**src/rtl/add_pair_pkg.sv**
```systemverilog
// Shared types for the adder-pair initiator: FSM state encoding and the
// adder latency range the wait counter has to cover.
package add_pair_pkg;

    typedef enum logic [1:0] {
        StIdle,
        StWaitB,
        StWait,
        StResp
    } state_e;

    localparam int unsigned LatMax = 15;
    localparam int unsigned LatW   = 4;

endpackage

```
**src/rtl/add_pair_driver.sv**
```systemverilog
// Pairs consecutive input beats into adder operands, waits out the adder
// latency, then returns the sum and its unsigned carry-out on a valid/ready output.
module add_pair_driver
    import add_pair_pkg::*;
#(
    parameter int unsigned BIT   = 8,
    parameter int unsigned LAT   = 1,
    parameter int unsigned CNT_W = 16
) (
    input  logic             clk,
    input  logic             rst,
    input  logic             in_valid,
    output logic             in_ready,
    input  logic [BIT-1:0]   in_data,
    output logic [BIT-1:0]   add_a,
    output logic [BIT-1:0]   add_b,
    input  logic [BIT-1:0]   add_sum,
    output logic             out_valid,
    input  logic             out_ready,
    output logic [BIT-1:0]   out_data,
    output logic             out_ovf,
    output logic [CNT_W-1:0] pair_cnt
);

    state_e            state_q, state_d;
    logic [BIT-1:0]    add_a_q, add_a_d;
    logic [BIT-1:0]    add_b_q, add_b_d;
    logic [LatW-1:0]   wcnt_q, wcnt_d;
    logic              out_valid_q, out_valid_d;
    logic [BIT-1:0]    out_data_q, out_data_d;
    logic              out_ovf_q, out_ovf_d;
    logic [CNT_W-1:0]  pair_cnt_q, pair_cnt_d;

    always_ff @(posedge clk or posedge rst) begin
        if (rst) begin
            state_q     <= StIdle;
            add_a_q     <= '0;
            add_b_q     <= '0;
            wcnt_q      <= '0;
            out_valid_q <= 1'b0;
            out_data_q  <= '0;
            out_ovf_q   <= 1'b0;
            pair_cnt_q  <= '0;
        end else begin
            state_q     <= state_d;
            add_a_q     <= add_a_d;
            add_b_q     <= add_b_d;
            wcnt_q      <= wcnt_d;
            out_valid_q <= out_valid_d;
            out_data_q  <= out_data_d;
            out_ovf_q   <= out_ovf_d;
            pair_cnt_q  <= pair_cnt_d;
        end
    end

    always_comb begin
        state_d     = state_q;
        add_a_d     = add_a_q;
        add_b_d     = add_b_q;
        wcnt_d      = wcnt_q;
        out_valid_d = out_valid_q;
        out_data_d  = out_data_q;
        out_ovf_d   = out_ovf_q;
        pair_cnt_d  = pair_cnt_q;
        in_ready    = 1'b0;

        unique case (state_q)
            StIdle: begin
                in_ready = 1'b1;
                if (in_valid) begin
                    add_a_d = in_data;
                    state_d = StWaitB;
                end
            end
            StWaitB: begin
                in_ready = 1'b1;
                if (in_valid) begin
                    add_b_d = in_data;
                    wcnt_d  = LatW'(LAT);
                    state_d = StWait;
                end
            end
            StWait: begin
                if (wcnt_q != '0) begin
                    wcnt_d = wcnt_q - LatW'(1);
                end else begin
                    out_data_d  = add_sum;
                    // A wrapped sum is smaller than either operand exactly on carry-out.
                    out_ovf_d   = (add_sum < add_a_q);
                    out_valid_d = 1'b1;
                    state_d     = StResp;
                end
            end
            StResp: begin
                if (out_ready) begin
                    out_valid_d = 1'b0;
                    pair_cnt_d  = pair_cnt_q + CNT_W'(1);
                    state_d     = StIdle;
                end
            end
            default: state_d = StIdle;
        endcase
    end

    assign add_a     = add_a_q;
    assign add_b     = add_b_q;
    assign out_valid = out_valid_q;
    assign out_data  = out_data_q;
    assign out_ovf   = out_ovf_q;
    assign pair_cnt  = pair_cnt_q;

endmodule

```
**config.mk**
```make
export PLATFORM = sky130hd
export DESIGN_NAME = add_pair_driver
export DESIGN_NICKNAME = d
export VERILOG_FILES = /design/src/rtl/add_pair_pkg.sv /design/src/rtl/add_pair_driver.sv
export SDC_FILE = /design/constraint.sdc
export NUM_CORES = 1
export LEC_CHECK = 0
export BUFFER_PORTS_ARGS = -buffer_cell sky130_fd_sc_hd__clkbuf_2
export CORE_ASPECT_RATIO = 0.6
export CORE_UTILIZATION = 52
export DETAILED_ROUTE_END_ITERATION = 7
export PLACE_DENSITY = 0.78
export SETUP_SLACK_MARGIN = 0.02
export SYNTH_ARGS = -nofsm -noshare
export SYNTH_HDL_FRONTEND = slang
export SYNTH_SLANG_ARGS = --single-unit
```
**constraint.sdc**
```tcl
create_clock -name clk -period 1.97 [get_ports clk]
set_input_delay 0.394 -clock clk [delete_from_list [all_inputs] [get_ports clk]]
set_output_delay 0.394 -clock clk [all_outputs]
set_load 0.01 [all_outputs]
```
==> results_dict.tcl <==
set metrics [dict create \
    status "finished clean" \
    wl_met1_um 2370 \
    clk_latency_ps 300 \
    cts_inserted_buffers 5 \
    synthFlopType "dfrtp_1" \
    drc_errors 0 \
    synthesis.nets 218 \
    startpoint_type "register" \
    timing.rr.end "out_data[6]$_DFFE_PP0P_" \
    htree_levels 2 \
    setup_viol 0 \
    slew_viol_final 0 \
    path_buf_inv 2 \
    critPathLaunch "state_q[0]$_DFFE_PP0P_" \
    avgSynthCellArea_um2 12.3 \
    synth_top_family_by_area "multiplexers" \
    power_density_nw_per_um2 1400 \
    place_inst 308 \
    fin_total_pwr_mw 3.92 \
    io_buffers 62 \
    dpl.hpwl_um 3390 \
    gp_congestion 0.799 \
    min_path_type "in -> async" \
    vias 1587 \
    synth_compound_area_share_pct 4.88 \
    crit_type "reg -> reg" \
    synthCells 183 \
    highest_layer "met4" \
    grt_max_degree 29 \
    globalRouteTotalUtil_pct 21.0 \
    grt_pass1_wl_um 7020 \
    cts-resized-gates 0 \
    final_cell_mix "clkbuf_2 (62), dfrtp_1 (48), mux2_2 (27)" \
    wl_met3_um 171 \
    hold_viol_final 0 \
    globalRouteOverflowTotal 0 \
    antenna_found_initial 0 \
    ant_nets 0 \
    clkTransAtPathRegs_ps 90 \
    synth-simple-area-share_pct 10.2 \
    wl_per_cell_um 14.1 \
    ys_seq_elements 48 \
    r2r_slack_ps 160 \
    synth_cell_types 33 \
    critPathCapture "out_data[6]$_DFFE_PP0P_" \
    grt_pass1_vias 1424 \
    power.leakage_nw 1.42 \
    crit_required_ps 2160 \
    yosys_warnings 0 \
    slowest_delay_ps 410 \
    routed_via_density 5.02 \
    clockBufferDepth 2 \
    critPathCaptureType "register" \
    io-pin-count 63 \
    cts.sinks 48 \
    synthXorXnorAreaFrac_pct 5.83 \
    rows 18 \
    first_iter_violations 46 \
    drt_pass1_iterations 4 \
    synth_fa_ha_area_share_pct 8.32 \
    fp.dieH_um 53.0 \
    synth_edf_count 0 \
    layout_commonest_cell "clkbuf_2" \
    path_delay_family "flip-flops" \
    synthMuxAreaShare_pct 13.9 \
    synth-seq-area-share_pct 53.3 \
    die_width_um 87.0 \
    worstPathCellList "inv_1 -> ha_1 -> nor4bb_4 -> buf_4 -> mux2_2" \
    met2WireLength_um 1860 \
    tightest_slew_ps 469 \
    ys_async_sr_fraction_pct 100 \
    synth.cell_area_um2 2250 \
    stdcell_count 316 \
    crit_slowest_cell "dfrtp_1" \
    wl_um 4460 \
    die-area_um2 4610 \
    cts_tree "built" \
    core-area_um2 4120 \
    r2r_cells 5 \
    rr_startpoint "state_q[0]$_DFFE_PP0P_" \
    cts_setup_buffers 0 \
    diodes 0 \
    root_buffer "clkbuf_8" \
    arrival_ps 2000 \
    start_util_pct 54.7 \
    nets 290 \
    area_growth_pct 24.0 \
    totalNegativeSetupSlack_ps 0 \
    fin_crit_sh_pct 92.1 \
    maxCapViolations 0 \
    max_freq_mhz 551 \
    path_max_fanout 11 \
    fin_worst_skew_ps 7.14 \
    rsz0062_at_grt "no" \
    relSlewSlack_pct 68.7 \
    cts_hold_buf 0 \
    drive_above_1_share_pct 41.4 \
    post-route-min-period_ps 1810 \
    cp.depth 5 \
    peakVddDrop_v 0.000790 \
]
==> worst register-to-register path: stages, from the launching register on <==
cell and delay, ps:
dfrtp_1 410, inv_1 140, ha_1 280, nor4bb_4 280, buf_4 250, mux2_2 360
==> where the power goes <==
part           switching [mW]  total, mW  internal [mW]
combinational           0.820       1.66          0.835
clock                   0.327      0.613          0.286
sequential              0.290       1.65           1.36
total                    1.44       3.92           2.48
==> cell families (layout without fill, tap and decap cells) <==
family / after synthesis / in the layout
muxes: 28 / 28
and+or+nand+nor: 40 / 40
DFF: 48 / 48
xor gates and xnor gates: 15 / 15
AOI/OAI and AO/OA: 16 / 16
adders and majority gates: 15 / 15
buffers and inverters: 21 / 94
==> metal layers <==
metal	up-vias	global-route usage [%]
met2	31	29.9
met4	0	6.67
li1	774	-
met5	-	0
met1	774	30.9
met3	8	5.46
==> cell usage after synthesis, types with 2 or more instances <==
| master | n | area share (%) |
|---|---|---|
| a21oi_1 | 3 | 0.67 |
| and4_1 | 2 | 0.78 |
| buf_2 | 2 | 0.44 |
| dfrtp_1 | 48 | 53 |
| ha_1 | 15 | 8.3 |
| inv_1 | 19 | 3.2 |
| mux2_2 | 27 | 13 |
| nand2_1 | 10 | 1.7 |
| nand2b_1 | 4 | 1.1 |
| nand3_1 | 3 | 0.67 |
| nand4_1 | 3 | 0.83 |
| nor2_1 | 7 | 1.2 |
| nor2b_1 | 2 | 0.55 |
| nor3_1 | 2 | 0.44 |
| o21ai_0 | 4 | 0.89 |
| o2bb2ai_1 | 2 | 0.78 |
| xnor2_1 | 10 | 3.9 |
| xor2_1 | 5 | 1.9 |
==> metrics by stage <==
stage	area [µm²]	hold slack, ps	utilization, %	worst slack, ps
after floorplan	2250	491	-	175
after global placement	2690	417	65.2	136
after detailed placement	2690	414	65.2	57.7
after CTS	2780	87.4	67.5	38.5
after global routing	2800	107	67.9	22.9
final	2800	79.6	67.9	156
==> registers in the layout (all words and copies together), names as in the netlist <==
register and count:
out_valid 1, state_q 2, add_a 8, out_data 8
pair_cnt 16, wcnt_q 4, out_ovf 1, add_b 8
==> area by class of cell <==
type	instances	area, µm²
repair buffers	67	360
fillers	315	1330
multi-input cells	114	995
clock inverters	1	7.51
well taps	60	75.1
inverters	19	71.3
clock buffers	7	86.3
flip-flops and latches	48	1200
==> worst min path at each step <==
stage              start                 endpoint  slack [ps]  cells past startpoint
3_5_place_dp         rst  pair_cnt[7]$_DFFE_PP0P_         410                      2
6_report             rst      out_ovf$_DFFE_PP0P_          80                      2
2_1_floorplan  out_ready    out_valid$_DFFE_PP0P_         490                      1
3_3_place_gp         rst  pair_cnt[7]$_DFFE_PP0P_         420                      2
4_1_cts              rst     add_a[3]$_DFFE_PP0P_          90                      2
5_1_grt              rst     add_a[4]$_DFFE_PP0P_         110                      2
(Power assumes the default switching activity.)
